## config.mk

```make
export PLATFORM = sky130hd
export DESIGN_NAME = seg_scan_driver
export DESIGN_NICKNAME = d
export VERILOG_FILES = /design/src/rtl/seg_scan_driver.sv
export SDC_FILE = /design/constraint.sdc
export NUM_CORES = 1
export LEC_CHECK = 0
export ABC_AREA = 1
export BUFFER_PORTS_ARGS = -buffer_cell sky130_fd_sc_hd__buf_4
export CAP_MARGIN = 20
export CORE_MARGIN = 8
export CORE_UTILIZATION = 45
export DETAILED_ROUTE_END_ITERATION = 6
export PLACE_DENSITY_LB_ADDON = 0.1
export SLEW_MARGIN = 20
export SYNTH_ARGS = -nofsm -noshare
export SYNTH_HDL_FRONTEND = slang
export SYNTH_SLANG_ARGS = --single-unit
```

## constraint.sdc

```tcl
create_clock -name clk -period 3.4 [get_ports clk]
set_input_delay 0.17 -clock clk [delete_from_list [all_inputs] [get_ports clk]]
set_output_delay 0.17 -clock clk [all_outputs]
set_load 0.01 [all_outputs]
```

## src/rtl/seg_scan_driver.sv

```systemverilog
// seg_scan_driver: time-multiplexed seven-segment scanner with a double-buffered frame.
// Latency: every output is a flop, one cycle behind the cnt/idx/state that selects it.
// Backpressure: none. load_i is always accepted into pending; pending moves to the
//   displayed frame only at frame start, and a newer load overwrites an older one.
//
// Ports:
//   clk, rst_n      : system clock, asynchronous active-low reset
//   digits_i        : 4*NUM_DIGITS hex nibbles, digit k = bits [4k+3:4k]
//   dp_i            : per-digit decimal point (active-high)
//   digit_en_i      : per-digit enable; a disabled digit stays dark in its slot
//   load_i          : single-cycle capture strobe for digits_i/dp_i/digit_en_i
//   anode_o         : active-low digit select, at most one bit low
//   seg_o           : active-low cathodes {g,f,e,d,c,b,a}
//   dp_o            : active-low decimal point
//   frame_o         : one-cycle pulse when pending is applied at frame start
//   busy_o          : a captured frame is waiting for frame start
//
// Optional feature macro: SEG_LEADING_ZERO_BLANK_EN
//   When defined, leading zero digits (k>0, zero nibble, no dp, and every
//   enabled higher digit also zero) are shown blank while their anode stays on.

module seg_scan_driver #(
  parameter int NUM_DIGITS   = 8,
  parameter int SLOT_CYCLES  = 100000,
  parameter int BLANK_CYCLES = 1000
) (
  input  logic                    clk,
  input  logic                    rst_n,
  input  logic [4*NUM_DIGITS-1:0] digits_i,
  input  logic [NUM_DIGITS-1:0]   dp_i,
  input  logic [NUM_DIGITS-1:0]   digit_en_i,
  input  logic                    load_i,
  output logic [NUM_DIGITS-1:0]   anode_o,
  output logic [6:0]              seg_o,
  output logic                    dp_o,
  output logic                    frame_o,
  output logic                    busy_o
);

  localparam int IDX_W = (NUM_DIGITS > 1) ? $clog2(NUM_DIGITS) : 1;
  localparam int CNT_W = $clog2(SLOT_CYCLES);

  localparam logic [CNT_W-1:0] CNT_LAST  = CNT_W'(SLOT_CYCLES - 1);
  localparam logic [CNT_W-1:0] CNT_BLANK = CNT_W'(BLANK_CYCLES);
  localparam logic [IDX_W-1:0] IDX_LAST  = IDX_W'(NUM_DIGITS - 1);

  typedef enum logic {
    ST_BLANK = 1'b0,
    ST_SHOW  = 1'b1
  } state_t;

  // Standard active-low hex decode, bit order {g,f,e,d,c,b,a}.
  function automatic logic [6:0] hex_to_seg(input logic [3:0] nib);
    logic [6:0] seg;
    case (nib)
      4'h0:    seg = 7'h40;
      4'h1:    seg = 7'h79;
      4'h2:    seg = 7'h24;
      4'h3:    seg = 7'h30;
      4'h4:    seg = 7'h19;
      4'h5:    seg = 7'h12;
      4'h6:    seg = 7'h02;
      4'h7:    seg = 7'h78;
      4'h8:    seg = 7'h00;
      4'h9:    seg = 7'h10;
      4'hA:    seg = 7'h08;
      4'hB:    seg = 7'h03;
      4'hC:    seg = 7'h46;
      4'hD:    seg = 7'h21;
      4'hE:    seg = 7'h06;
      default: seg = 7'h0E;
    endcase
    return seg;
  endfunction

  // Scan state
  state_t                  state_q,  state_d;
  logic [CNT_W-1:0]        cnt_q,    cnt_d;
  logic [IDX_W-1:0]        idx_q,    idx_d;

  // Frame buffers
  logic [4*NUM_DIGITS-1:0] pend_dig_q, pend_dig_d;
  logic [NUM_DIGITS-1:0]   pend_dp_q,  pend_dp_d;
  logic [NUM_DIGITS-1:0]   pend_en_q,  pend_en_d;
  logic [4*NUM_DIGITS-1:0] shad_dig_q, shad_dig_d;
  logic [NUM_DIGITS-1:0]   shad_dp_q,  shad_dp_d;
  logic [NUM_DIGITS-1:0]   shad_en_q,  shad_en_d;
  logic                    busy_q,     busy_d;

  // Registered outputs
  logic [NUM_DIGITS-1:0]   anode_q, anode_d;
  logic [6:0]              seg_q,   seg_d;
  logic                    dp_q,    dp_d;
  logic                    frame_q, frame_d;

  // Combinational helpers
  logic                    slot_end;
  logic                    frame_start;
  logic [NUM_DIGITS-1:0]   suppress;
  logic [3:0]              cur_nib;
  logic                    cur_dp;
  logic                    cur_en;
  logic                    cur_sup;

  // Leading-zero suppression mask, derived from the displayed frame only so
  // that it can never change mid-frame.
`ifdef SEG_LEADING_ZERO_BLANK_EN
  always_comb begin
    logic higher_zero;
    suppress    = '0;
    higher_zero = 1'b1;
    for (int k = NUM_DIGITS - 1; k >= 0; k--) begin
      suppress[k] = (k != 0) && higher_zero &&
                    (shad_dig_q[4*k +: 4] == 4'h0) && !shad_dp_q[k];
      // Disabled digits are dark anyway and do not stop the zero run.
      if (shad_en_q[k] && (shad_dig_q[4*k +: 4] != 4'h0)) begin
        higher_zero = 1'b0;
      end
    end
  end
`else
  always_comb begin
    suppress = '0;
  end
`endif

  // Select the attributes of the digit currently being scanned.
  always_comb begin
    cur_nib = 4'h0;
    cur_dp  = 1'b0;
    cur_en  = 1'b0;
    cur_sup = 1'b0;
    for (int k = 0; k < NUM_DIGITS; k++) begin
      if (idx_q == IDX_W'(k)) begin
        cur_nib = shad_dig_q[4*k +: 4];
        cur_dp  = shad_dp_q[k];
        cur_en  = shad_en_q[k];
        cur_sup = suppress[k];
      end
    end
  end

  always_comb begin
    slot_end    = (cnt_q == CNT_LAST);
    frame_start = slot_end && (idx_q == IDX_LAST);

    // Slot counter and digit pointer
    cnt_d = slot_end ? '0 : cnt_q + 1'b1;
    idx_d = idx_q;
    if (slot_end) begin
      idx_d = (idx_q == IDX_LAST) ? '0 : idx_q + 1'b1;
    end

    // BLANK covers cnt 0..BLANK_CYCLES-1, SHOW the rest of the slot.
    state_d = state_q;
    case (state_q)
      ST_BLANK: if (cnt_d == CNT_BLANK) state_d = ST_SHOW;
      ST_SHOW:  if (slot_end)           state_d = ST_BLANK;
      default:                          state_d = ST_BLANK;
    endcase

    // Pending capture: the newest load always wins.
    pend_dig_d = pend_dig_q;
    pend_dp_d  = pend_dp_q;
    pend_en_d  = pend_en_q;
    if (load_i) begin
      pend_dig_d = digits_i;
      pend_dp_d  = dp_i;
      pend_en_d  = digit_en_i;
    end

    // Shadow swap only at frame start; a load on that same cycle lands in
    // pending and keeps busy set for the following frame.
    shad_dig_d = shad_dig_q;
    shad_dp_d  = shad_dp_q;
    shad_en_d  = shad_en_q;
    frame_d    = 1'b0;
    busy_d     = busy_q;
    if (frame_start && busy_q) begin
      shad_dig_d = pend_dig_q;
      shad_dp_d  = pend_dp_q;
      shad_en_d  = pend_en_q;
      frame_d    = 1'b1;
      busy_d     = 1'b0;
    end
    if (load_i) begin
      busy_d = 1'b1;
    end

    // Drive pattern for the current state. The anode only ever changes on
    // entering or leaving SHOW, so successive digits are separated by blank.
    anode_d = '1;
    seg_d   = 7'h7F;
    dp_d    = 1'b1;
    if ((state_q == ST_SHOW) && cur_en) begin
      for (int k = 0; k < NUM_DIGITS; k++) begin
        anode_d[k] = (idx_q != IDX_W'(k));
      end
      if (!cur_sup) begin
        seg_d = hex_to_seg(cur_nib);
        dp_d  = ~cur_dp;
      end
    end
  end

  always_ff @(posedge clk or negedge rst_n) begin
    if (!rst_n) begin
      state_q    <= ST_BLANK;
      cnt_q      <= '0;
      idx_q      <= '0;
      pend_dig_q <= '0;
      pend_dp_q  <= '0;
      pend_en_q  <= '0;
      shad_dig_q <= '0;
      shad_dp_q  <= '0;
      shad_en_q  <= '0;
      busy_q     <= 1'b0;
      anode_q    <= '1;
      seg_q      <= 7'h7F;
      dp_q       <= 1'b1;
      frame_q    <= 1'b0;
    end else begin
      state_q    <= state_d;
      cnt_q      <= cnt_d;
      idx_q      <= idx_d;
      pend_dig_q <= pend_dig_d;
      pend_dp_q  <= pend_dp_d;
      pend_en_q  <= pend_en_d;
      shad_dig_q <= shad_dig_d;
      shad_dp_q  <= shad_dp_d;
      shad_en_q  <= shad_en_d;
      busy_q     <= busy_d;
      anode_q    <= anode_d;
      seg_q      <= seg_d;
      dp_q       <= dp_d;
      frame_q    <= frame_d;
    end
  end

  assign anode_o = anode_q;
  assign seg_o   = seg_q;
  assign dp_o    = dp_q;
  assign frame_o = frame_q;
  assign busy_o  = busy_q;

endmodule
```

; ---- After elaboration in Yosys (flattened, before gate mapping)
; Memories as Yosys holds them, arrays and structs flattened.
; Index checks and enable logic that the tools add are counted.
[totals]
reg_bits = 135
latch_bits = 0
ram_bits = 0
mem_bits_ro = 112
inputBits = 51
out_inout_bits = 18
wordCells = 76
mem_count = 1
[classes]
n_addsub = 2
mul = 0
n_div = 0
order_cmp = 0
eq_ne = 16
shift = 0
n_mux = 35
bitwise = 2
reduce_logical = 6
[memory_table]
columns = name, depth, word_bits, rd, rd_clocked_by_memory_dff, wr, line_no
row1 = (no name shown), 16, 7, 1, 0, 0, 55  ; case (nib)
[ops]
columns = cell, count
row1 = 4-bit 2-to-1 mux, 8
row2 = 1-bit 2-to-1 mux, 22
row3 = "17-bit by 1-bit adder with 17-bit output, second input constant", 1
row4 = "17-bit by 10-bit equality test with 1-bit output, second input constant", 1
row5 = "17-bit equality test, second input constant", 1
row6 = 17-bit 2-to-1 mux, 1
row7 = "3-bit equality test, second input constant", 4
row8 = "3-bit inequality test, second input constant", 4
row9 = 8-bit 2-to-1 mux, 1
row10 = 7-bit 2-to-1 mux, 1
row11 = "3-bit by 2-bit equality test with 1-bit output, second input constant", 2
row12 = "3-bit by 2-bit inequality test with 1-bit output, second input constant", 2
row13 = "3-bit by 1-bit adder with 3-bit output, second input constant", 1
row14 = "3-bit by 1-bit equality test with 1-bit output, second input constant", 1
row15 = 1-bit logical AND, 3
row16 = 3-bit zero test, 1
row17 = 3-bit 2-to-1 mux, 1
row18 = "3-bit by 1-bit inequality test with 1-bit output, second input constant", 1
row19 = 3-bit nonzero test, 1
row20 = 1-bit inverter, 2
row21 = 1-bit case mux with 2 select lines, 1
row22 = 2-bit nonzero test, 1

; ---- Longest topological paths before layout
; Gate-level depths: netlist (run 1).
[logic_depth]
word_depth = 11
mapped_depth = 18
depth_no_buf = 18

; ---- Least setup slack after synthesis (run 1)
; Ideal clock, no wire load.
[synth_timing]
path_type = register -> register
startpoint = register idx_q[0]
endpoint = register seg_q[1], in the netlist seg_o[1]
setup_time_ps = 81
arrival_time_ps = 2098
t_required_ps = 3319
setup_slack_ps = 1220
path_stages_with_launch = 17
path_buffers = 0
synth_period_minus_slack_ps = 2180
path_cell_list = dfrtp_1 -> ha_1 -> ha_1 -> inv_1 -> o21ai_0 -> inv_1 -> nand2_1 -> nand2_1 -> nand2_1 -> nand2_1 -> nand2_1 -> nand2_1 -> inv_1 -> ha_1 -> inv_1 -> nand2_1 -> o211ai_1
[synth_via]
elab_chain_cells = 11
word_cells_on_any_way = 27
[synth_rtl]
columns = element, line_no
row1 = from (decl), 79  ; logic [IDX_W-1:0] idx_q, idx_d;
row2 = from (signal assigned), 225  ; idx_q <= idx_d;
row3 = 3-bit zero test, 134  ; if (idx_q == IDX_W'(k)) begin
row4 = 4-bit 2-to-1 mux / 1-bit 2-to-1 mux (equally long branches) (8 in a row), 134
row5 = memory read 16 x 7 bit / 1-bit logical AND (equally long branches), --
row6 = 7-bit 2-to-1 mux *, 195  ; if ((state_q == ST_SHOW) && cur_en) begin
row7 = named net seg_d[1], 92  ; logic [6:0] seg_q, seg_d;
row8 = to (signal assigned), 234  ; seg_q <= seg_d;
row9 = to (decl), 92
; The timed path passes the listed nets; every way through them passes the cells marked *.
; A chain may end at the register's enable or synchronous reset.

; ---- Final worst setup path (run 1)
[layout_timing]
startpoint = register idx_q[1]
endpoint = register seg_q[3], in the netlist seg_o[3]
; Same word-level chain as after synthesis.

==> impl_metrics.ini, run 1 <==
[outcome]
status = completed

[place]
placed_area_um2 = 7058
place_ws_ns = 0.7082
port_buffers = 68
hpwlAfterDp_um = 10330
gp_congestion = 0.8760

[cells_and_area]
syn2layout_area_growth_pct = 28.38
final_cell_mix = nand2_1 (249), inv_1 (133), dfrtp_1 (119)
ff_latch_area_um2 = 3398
diodes = 0
drive_gt1_frac = 0.1538
layout_commonest_cell = nand2_1
nets = 953
fin_area_um2 = 8189
finish.utilization = 0.5900
multiInputGateArea_um2 = 2328
n_fill_cell = 1257

[global_routing]
grt_pass1_vias = 5306
grt_max_degree = 60
antenna_found_initial = 0
grt_pass1_wl_um = 25500
grt.overflow.total = 0
track_usage = 0.1738

[worst_setup_path]
startpoint_type = flip-flop
cp.required_ns = 3.72
crit_chain = inv_1 -> ha_1 -> inv_2 -> nor2_1 -> nand2_1 -> nand3_1 -> nand2_1 -> nand2_1 -> nand2_1 -> nand2_1 -> nand2_1 -> nand2_1 -> inv_1 -> ha_1 -> inv_1 -> nand2_1 -> nand3_1 -> nand3_1
crit_type = flip-flop to flip-flop
rr_startpoint = idx_q[1]$_DFFE_PN0N_
cpMostUsedCell = nand2_1
end_kind = flip-flop
crit_path_top_delay_cell = dfrtp_1
cp_top_family = simple AND/OR/NAND/NOR gates
critical-path-max-stage-delay_ns = 0.40
critPathLaunch = idx_q[1]$_DFFE_PN0N_
critPathArrivalTime_ns = 3.07
cp_num_buf_inv = 4
path_max_fanout = 6

[clock_network]
clock_latency_ns = 0.42
cts_max_path_buffers = 2
cts_buffers = 17
cts.sinks = 135
cts_post_setup_buffers_inserted = 0
path_clk_slew_ns = 0.06
tritoncts = done
cts-root-buf = clkbuf_16
htree_levels = 4

[logic_synthesis]
synthCells = 771
synth_nets = 833
ys_ff_latch = 135
yosysUniqueCellTypes = 32
syn_avg_cell_area_um2 = 8.273
yosysWarnings = 0
ys_seq_area_frac = 0.5328
syn_area_um2 = 6379

[floorplanning]
fp.dieArea_um2 = 18240
core_area_um2 = 13880
io_pins = 69
die_y_um = 135.1
fp-row-count = 43
initial_utilization = 0.4595
die_x_um = 135.1

[timing]
setup_ws_ns = 0.6500
fin_skew_ns = 0.01083
max_freq_mhz = 363.6
holdWs_ns = 0.1991
min_period_ns = 2.750
relSlewSlack = 0.4668
drv_slew = 0
tns_ns = 0
setup_viol = 0
tightest_slew_ns = 0.7998
finalCritPeriodShare = 0.8088
rsz0062_at_grt = false
hold_viol = 0

[route]
remaining_drc_errors = 0
viasPerCell = 4.798
wirelength_um = 14860
detail_route.iter0.violations = 379
num_vias = 5201
ant_nets = 0
dr.pass1.iters = 5
wl_per_cell_um = 13.70

[power_and_ir_drop]
p_int_w = 0.003046
p_clk_frac = 0.512
swShare = 0.2108
p_sw_w = 0.0008134
max-vdd-ir-drop_v = 0.0003471
combPwrFrac = 0.050
p_seq_frac = 0.438
power_density_nw_per_um2 = 471.3
p_leak_nw = 4.416

[run]
drv_cap = 0

[hold_path]
hp-class = input port to flip-flop
hold_start = load_i
[worst register-to-register path: cells and delay by family (launching register included)]
| family | cells | cell delay (ns) |
|---|---|---|
| and+or+nand+nor | 12 | 1.30 |
| DFF | 1 | 0.40 |
| adders and majority gates | 2 | 0.60 |
| buffers and inverters | 4 | 0.33 |
[registers in the layout, indices dropped and copies added, names as in the netlist, 7 cells and up]
signal and cells:
pend_dig_q 32, pend_en_q 8, shad_en_q 8, pend_dp_q 8
seg_o 7, shad_dig_q 32, cnt_q 17, shad_dp_q 8
anode_o 8
[Yosys cell counts]
cell type,instances,area [um2]
inv_1,133,499.2
nor3_2,1,10.01
nand2_4,1,11.26
nor4_1,3,18.77
nand3_1,40,200.2
nand3_4,1,17.52
nor3_4,1,16.27
buf_1,1,3.750
nor2_2,2,12.51
inv_2,8,30.03
clkbuf_1,10,37.54
dfrtp_1,119,2978
dfstp_2,16,420.4
nand2_2,3,18.77
nand4_1,13,81.33
xor2_1,5,43.79
and2_1,1,6.260
buf_4,1,7.510
buf_2,5,25.02
mux2i_1,24,240.2
nand2_1,249,934.7
nor3_1,5,25.02
a21oi_4,2,32.53
buf_6,4,45.04
o211ai_1,6,45.04
nor2_1,45,168.9
ha_1,11,137.6
nand3b_1,2,15.01
o21ai_0,20,100.1
nor3b_1,1,7.510
clkinv_1,1,3.750
a21oi_1,37,185.2
[path summary, 6_finish.rpt]
path	end	slack, ns	cells after the start
max	seg_o[3]$_DFF_PN1_	0.65	18
min	pend_dig_q[2]$_DFFE_PN0P_	0.20	3
max reg2reg	seg_o[3]$_DFF_PN1_	0.65	18
min reg2reg	pend_dp_q[2]$_DFFE_PN0P_	0.47	2
max in group asynchronous	anode_o[3]$_DFF_PN1_	2.16	3
min in group asynchronous	cnt_q[12]$_DFF_PN0_	0.38	2
[kinds of logic (layout without fill, tap and decap cells)]
| kind of cell | count (synthesis) | after routing | share of synthesized area |
|---|---|---|---|
| buffers and inverters | 163 | 296 | 0.1022 |
| AO/OA/AOI/OAI | 65 | 65 | 0.05689 |
| multiplexers | 24 | 24 | 0.03766 |
| adder cells (fa/ha/maj) | 11 | 11 | 0.02158 |
| XOR/XNOR | 5 | 5 | 0.006865 |
| flip-flops | 135 | 135 | 0.5328 |
| AND/OR/NAND/NOR | 368 | 368 | 0.2421 |
[through the flow]
| stage | instances | total power [W] |
|---|---|---|
| CTS | 1084 | 0.003898 |
| global placement | 1003 | 0.001867 |
| detailed placement | 1003 | 0.001872 |
| finish | 1084 | 0.003859 |
| global route | 1084 | 0.003998 |
| floorplan | 771 | 0.001766 |
[power groups by stage]
stage          registers (W)  logic [W]  clock network (W)
2_1_floorplan        0.00171  0.0000591                  0
3_3_place_gp         0.00172   0.000147                  0
3_5_place_dp         0.00172   0.000152                  0
4_1_cts              0.00169   0.000197            0.00201
5_1_grt              0.00170   0.000220            0.00208
6_report             0.00169   0.000192            0.00198
[what timing repair did]
| item | 4_1_cts | 5_1_grt |
|---|---|---|
| gates resized for setup | 0 | 0 |
| hold buffers | 49 | 0 |
| endpoints found under the hold margin | 94 | 0 |
[layer usage]
metal	share of wire	wire length, um	GRT usage
met1	0.46	6821	0.2194
met2	0.48	7183	0.2834
met3	0.042	619	0.04086
met4	0.015	230	0.06539
met5	0	0	0
[area by class of cell]
cell class	count	area share
clock buffers	21	0.05745
clock inverters	11	0.02078
inverters	142	0.06509
multi-input cells	473	0.2843
flip-flops and latches	135	0.4150
well taps	180	0.02750
repair buffers	122	0.1299
Power figures use the tool's default switching activity.
==> inputs of run 2 (changes only) <==
--- a/config.mk
+++ b/config.mk
@@ -5,7 +5,7 @@
 export SDC_FILE = /design/constraint.sdc
 export NUM_CORES = 1
 export LEC_CHECK = 0
-export ABC_AREA = 1
+export ABC_AREA = 0
 export BUFFER_PORTS_ARGS = -buffer_cell sky130_fd_sc_hd__buf_4
 export CAP_MARGIN = 20
 export CORE_MARGIN = 8
==> constraint.sdc (replaced) <==
create_clock -name clk -period 2.4 [get_ports clk]
set_input_delay 0.12 -clock clk [delete_from_list [all_inputs] [get_ports clk]]
set_output_delay 0.12 -clock clk [all_outputs]
set_load 0.01 [all_outputs]
==> run 2 against run 1 <==
  * Non-clock buffer count rose by 57
  * Final cell count fell by 12%
  * Area after synthesis fell by 2.0%
  * Clock power rose by 29%
  * Critical path depth fell by 7
  * Global-route usage rose by 0.053 points
  * Maximum frequency rose by 15%
  * Power rose by 36%
  * Synthesized cell count fell by 22%
  * Register-to-register slack got worse by 0.63 ns
  * Sequential share of layout area fell by 2.3 points
  * Wire length rose by 1.2%
  * Critical path type unchanged
  * Largest cell class unchanged
==> impl_metrics.ini, run 2 <==
[logic_synthesis]
ys_ff_latch = 135
yosysWarnings = 0
synth_top_area_cell = dfrtp_1
synthCells = 602
ys_seq_area_frac = 0.5434
synth_top_family_by_area = simple AND/OR/NAND/NOR gates
ys_top_cells_by_area = dfrtp_1 (48%), nand2_1 (10%), mux2_2 (8.6%)
synth-xor-area-share = 0.02101
synthSimpleGateAreaFrac = 0.1881
yosysMostFrequentCell = nand2_1
synthAdderAreaFrac = 0.02201
synth_compound_area_frac = 0.09644
syn_avg_cell_area_um2 = 10.39
synth_ff_type = dfrtp_1
yosysUniqueCellTypes = 67
synth_edf_count = 0
yosysTopAreaCellShare = 0.4762
synth_mux_area_frac = 0.09144
synth_common_cells = nand2_1 (166), dfrtp_1 (119), mux2_2 (48), nor2_1 (20), nand3_1 (18)
synth_nets = 664
syn_area_um2 = 6253
async_flop_share = 1.000

[worst_setup_path]
path_max_fanout = 6
startpoint_type = flip-flop
regToRegSetupSlack_ns = 0.02
crit_path_top_delay_cell = dfrtp_2
cp_num_buf_inv = 4
r2r_cells = 11
critPathArrivalTime_ns = 2.73
r2r_end = seg_o[6]$_DFF_PN1_
cp.required_ns = 2.75
critPathLaunch = idx_q[0]$_DFFE_PN0N_
end_kind = flip-flop
cp_top_family = compound AO/OA/AOI/OAI gates
crit_type = flip-flop to flip-flop
crit_chain = inv_4 -> ha_4 -> buf_4 -> a21oi_1 -> a211oi_2 -> buf_4 -> o31ai_4 -> inv_2 -> ha_4 -> mux2_4 -> a221o_1
endpoint = seg_o[6]$_DFF_PN1_
rr_startpoint = idx_q[0]$_DFFE_PN0N_
crit_cells = 11
critical-path-max-stage-delay_ns = 0.44

[timing]
tightest_slew_ns = 0.6275
min_period_ns = 2.383
drv_slew = 0
setup_viol = 0
hold_viol = 0
fin_skew_ns = 0.007331
finalCritPeriodShare = 0.9929
relSlewSlack = 0.5817
holdWs_ns = 0.09399
max_freq_mhz = 419.6
setup_ws_ns = 0.01695
rsz0062_at_grt = true

[cells_and_area]
nets = 824
syn2layout_area_growth_pct = 38.82
diodes = 0
final_cell_mix = nand2_1 (164), buf_4 (121), dfrtp_1 (117)
reg_top3 = pend_dig_q x32, shad_dig_q x32, cnt_q x17
drive_gt1_frac = 0.3510
layout_commonest_cell = nand2_1

[floorplanning]
initial_utilization = 0.4558
die_y_um = 133.9
core_area_um2 = 13720
io_pins = 69
fp.dieArea_um2 = 17930
die_x_um = 133.9
fp-row-count = 43

[power_and_ir_drop]
p_leak_nw = 3.997
p_sw_w = 0.001092
p_clk_frac = 0.488
swShare = 0.2085
power_density_nw_per_um2 = 603.5
p_int_w = 0.004146
combPwrFrac = 0.053
p_seq_frac = 0.459
max-vdd-ir-drop_v = 0.0004294

[global_routing]
grt_max_degree = 80
grt-busiest-layer = met2
grt_pass1_wl_um = 25050
antenna_found_initial = 0
grt_pass1_vias = 5133
grtUsageMet3 = 0.04338
track_usage = 0.1743
use_met1 = 0.2161
grt.overflow.total = 0
use_met2 = 0.2826

[clock_network]
cts_buffers = 17
tritoncts = done
cts.sinks = 135
path_clk_slew_ns = 0.06
cts-root-buf = clkbuf_16
htree_levels = 4
clock_latency_ns = 0.42
cts_max_path_buffers = 2

[place]
hpwlAfterDp_um = 10290
place_ws_ns = -0.1529
gp_congestion = 0.8540
port_buffers = 68

[route]
detail_route.iter0.violations = 370
wirelength_um = 15030
viasPerCell = 5.149
dr.pass1.iters = 4
wl_per_cell_um = 15.74
remaining_drc_errors = 0
ant_nets = 0
num_vias = 4917

[outcome]
status = completed

[run]
drv_cap = 0

[hold_path]
hp-class = input port to async pin
## run 2: cells by family after synthesis
logic type               Yosys count
buffers and inverters             53
AND/OR/NAND/NOR                  258
multiplexers                      51
AO/OA/AOI/OAI                     79
XOR/XNOR                          15
adder cells (fa/ha/maj)           11
flip-flops                       135
## run 2: power by group through the flow
stage | registers [W] | logic [W] | clock network, W
CTS | 0.00240 | 0.000283 | 0.00262
floorplan | 0.00243 | 0.0000980 | 0
detailed placement | 0.00244 | 0.000220 | 0
global route | 0.00241 | 0.000306 | 0.00272
finish | 0.00240 | 0.000278 | 0.00256
global placement | 0.00244 | 0.000211 | 0
## run 2: worst reg2reg max path, stage by stage (launching register included)
cell	delay, ns
dfrtp_2	0.44
inv_4	0.07
ha_4	0.18
buf_4	0.15
a21oi_1	0.19
a211oi_2	0.10
buf_4	0.14
o31ai_4	0.22
inv_2	0.08
ha_4	0.18
mux2_4	0.27
a221o_1	0.29
## run 2: metrics by stage
step / area, um2 / total power (W) / util / std cells / setup TNS, ns
floorplan: 6297 / 0.002525 / - / 602 / 0
detailed placement: 7273 / 0.002661 / 0.5301 / 865 / -0.5454
finish: 8681 / 0.005239 / 0.6327 / 955 / 0
global placement: 7273 / 0.002650 / 0.5301 / 865 / -0.01516
global route: 8681 / 0.005435 / 0.6327 / 955 / -0.3452
CTS: 8454 / 0.005304 / 0.6162 / 951 / 0
## run 2: final cells by class
class	count	area, um2
fill	1156	5039
sequential	135	3401
timing repair buffer	179	1538
clock buffer	21	470.5
clock inverter	11	123.9
inverter	15	61.31
multi-input combinational	414	2861
tap	180	225.2
## run 2: what timing repair did
item / CTS / global route
hold endpoints to repair: 175 / 0
buffers inserted: 5 / 4
hold buffers: 49 / 0
setup endpoints to repair: 7 / 7
pin swaps: 6 / 12
gates resized for setup: 16 / 39
## run 2: how the worst min path moves through the flow
stage,start,endpoint,slack (ns),depth (start not counted)
floorplan,rst_n,busy_o$_DFFE_PN0P_,-0.18,0
global placement,rst_n,cnt_q[7]$_DFF_PN0_,-0.007,1
detailed placement,rst_n,cnt_q[8]$_DFF_PN0_,-0.007,1
CTS,rst_n,cnt_q[8]$_DFF_PN0_,0.09,2
global route,rst_n,cnt_q[8]$_DFF_PN0_,0.12,2
finish,rst_n,cnt_q[8]$_DFF_PN0_,0.09,2
## run 2: layer usage
layer  wire [um]  part of all wire
met1        6766              0.45
met2        7427              0.49
met5           0                 0
met3         597             0.040
met4         240             0.016
==> inputs of run 3 (changes only) <==
==> constraint.sdc (replaced) <==
create_clock -name clk -period 2.5 [get_ports clk]
set_input_delay 0.125 -clock clk [delete_from_list [all_inputs] [get_ports clk]]
set_output_delay 0.125 -clock clk [all_outputs]
set_load 0.01 [all_outputs]
==> run 3 against run 2 <==
  * Setup slack improved by 0.032 ns
  * Clock skew rose by 0.0030 ns
  * Sequential share of layout area rose by 0.77 points
  * Register-to-register slack improved by 0.03 ns
  * Maximum frequency fell by 2.8%
  * Clock power barely moved
  * Global-route usage barely moved
  * Flip-flop and latch count did not move
  * Cell area fell by 1.9%
  * Critical path type unchanged
  * Critical endpoint unchanged
==> impl_metrics.ini, run 3 (same netlist as run 2, synthesis figures left out) <==
[outcome]
status = completed

[place]
place_ws_ns = -0.06742
port_buffers = 68
dp_cells = 854
hpwlAfterDp_um = 10300
gp_congestion = 0.8726

[route]
viasPerCell = 5.197
wl_per_cell_um = 15.80
dr.pass1.iters = 4
ant_nets = 0
num_vias = 4911
remaining_drc_errors = 0
detail_route.iter0.violations = 295
wirelength_um = 14930

[global_routing]
track_usage = 0.1747
grt.overflow.total = 0
grt_max_degree = 77
grt_pass1_wl_um = 25010
antenna_found_initial = 0
grt_pass1_vias = 4990

[cells_and_area]
finish.utilization = 0.6205
nets = 814
drive_gt1_frac = 0.3386
stdcell_count = 945
layout_commonest_cell = nand2_1
diodes = 0
reg_top3 = pend_dig_q x32, shad_dig_q x32, cnt_q x17
syn2layout_area_growth_pct = 36.13
final_cell_mix = nand2_1 (165), dfrtp_1 (117), buf_4 (116)

[timing]
setup_ws_ns = 0.04937
holdWs_ns = 0.1478
tns_ns = 0
max_freq_mhz = 408.1
finalCritPeriodShare = 0.9803
drv_slew = 0
tightest_slew_ns = 0.6281
setup_viol = 0
relSlewSlack = 0.5813
min_period_ns = 2.451
hold_viol = 0
fin_skew_ns = 0.01033

[worst_setup_path]
cp_num_buf_inv = 2
crit_chain = ha_4 -> ha_1 -> buf_4 -> o31a_1 -> o31ai_4 -> inv_2 -> ha_4 -> mux2_4 -> a221o_1
critical-path-max-stage-delay_ns = 0.45
end_kind = flip-flop
r2r_cells = 9
r2r_end = seg_o[6]$_DFF_PN1_
rr_startpoint = idx_q[0]$_DFFE_PN0N_
path_max_fanout = 13
critPathArrivalTime_ns = 2.79
cp.required_ns = 2.84
cp_top_family = compound AO/OA/AOI/OAI gates
regToRegSetupSlack_ns = 0.05
crit_type = flip-flop to flip-flop
startpoint_type = flip-flop
crit_path_top_delay_cell = dfrtp_2
cpMostUsedCell = ha_4

[clock_network]
htree_levels = 4
cts_max_path_buffers = 2
cts_buffers = 17
clock_latency_ns = 0.42
cts-root-buf = clkbuf_16
tritoncts = done
cts.sinks = 135
path_clk_slew_ns = 0.06

[floorplanning]
io_pins = 69
die_x_um = 133.9
fp.dieArea_um2 = 17930
fp-row-count = 43
core_area_um2 = 13720
die_y_um = 133.9
initial_utilization = 0.4558

[run]
drv_cap = 0

[power_and_ir_drop]
power_density_nw_per_um2 = 599.2
max-vdd-ir-drop_v = 0.0004418
p_leak_nw = 3.916

[hold_path]
hp-class = input port to async pin
==> run 3: changes by cell type in the layout (fill, tap and decap cells not counted), moves of 2 or more <==
cell / before / now
clkbuf_8: 3 / 0
inv_4: 2 / 0
inv_6: 0 / 2
nor2b_4: 2 / 0
inv_2: 3 / 6
ha_2: 1 / 3
buf_4: 121 / 116
nor2b_1: 5 / 7
buf_8: 3 / 0
==> run 3: metal layers <==
metal | vias up | track usage | share of wire
li1 | 2369 | - | -
met1 | 2423 | 0.2171 | 0.45
met2 | 98 | 0.2879 | 0.50
met3 | 21 | 0.04301 | 0.038
met4 | 0 | 0.06675 | 0.016
met5 | - | 0 | 0
==> run 3: area by class of cell <==
cell class / count / area (um2)
clock buffers: 17 / 425.4
clock inverters: 15 / 178.9
fillers: 1149 / 5206
inverters: 15 / 56.30
multi-input cells: 414 / 2803
flip-flops and latches: 135 / 3401
well taps: 180 / 225.2
repair buffers: 169 / 1424
==> run 3: where the power goes <==
part	internal, W	switching, W
Clock	0.00157	0.000957
Combinational	0.000172	0.0000958
Sequential	0.00227	0.0000413
Total	0.00401	0.00109
==> run 3: worst reg2reg max path, cell delays in order (launching register included) <==
cell	delay [ns]
dfrtp_2	0.45
ha_4	0.19
ha_1	0.21
buf_4	0.19
o31a_1	0.37
o31ai_4	0.11
inv_2	0.09
ha_4	0.18
mux2_4	0.26
a221o_1	0.33
==> run 3: repair_timing <==
item / CTS / global route
setup buffers: 1 / 10
endpoints found under the setup margin: 3 / 7
gates resized for setup: 4 / 36
pin swaps: 3 / 14
hold buffers: 49 / 0
endpoints found under the hold margin: 72 / 0
==> run 3: how the worst max path moves through the flow <==
stage                                    start            endpoint  cells past startpoint
after floorplan           idx_q[0]$_DFFE_PN0N_  seg_o[6]$_DFF_PN1_                     10
after global placement    idx_q[0]$_DFFE_PN0N_  seg_o[6]$_DFF_PN1_                      8
after detailed placement  idx_q[0]$_DFFE_PN0N_  seg_o[6]$_DFF_PN1_                      8
after CTS                 idx_q[0]$_DFFE_PN0N_  seg_o[0]$_DFF_PN1_                     10
after global routing      idx_q[0]$_DFFE_PN0N_  seg_o[6]$_DFF_PN1_                      9
final                     idx_q[0]$_DFFE_PN0N_  seg_o[6]$_DFF_PN1_                      9
==> run 3: per-stage QoR <==
step           total power (W)  area [um2]
3_3_place_gp          0.002545        7163
2_1_floorplan         0.002424        6272
5_1_grt               0.005278        8513
4_1_cts               0.005156        8273
3_5_place_dp          0.002555        7163
6_report              0.005101        8513
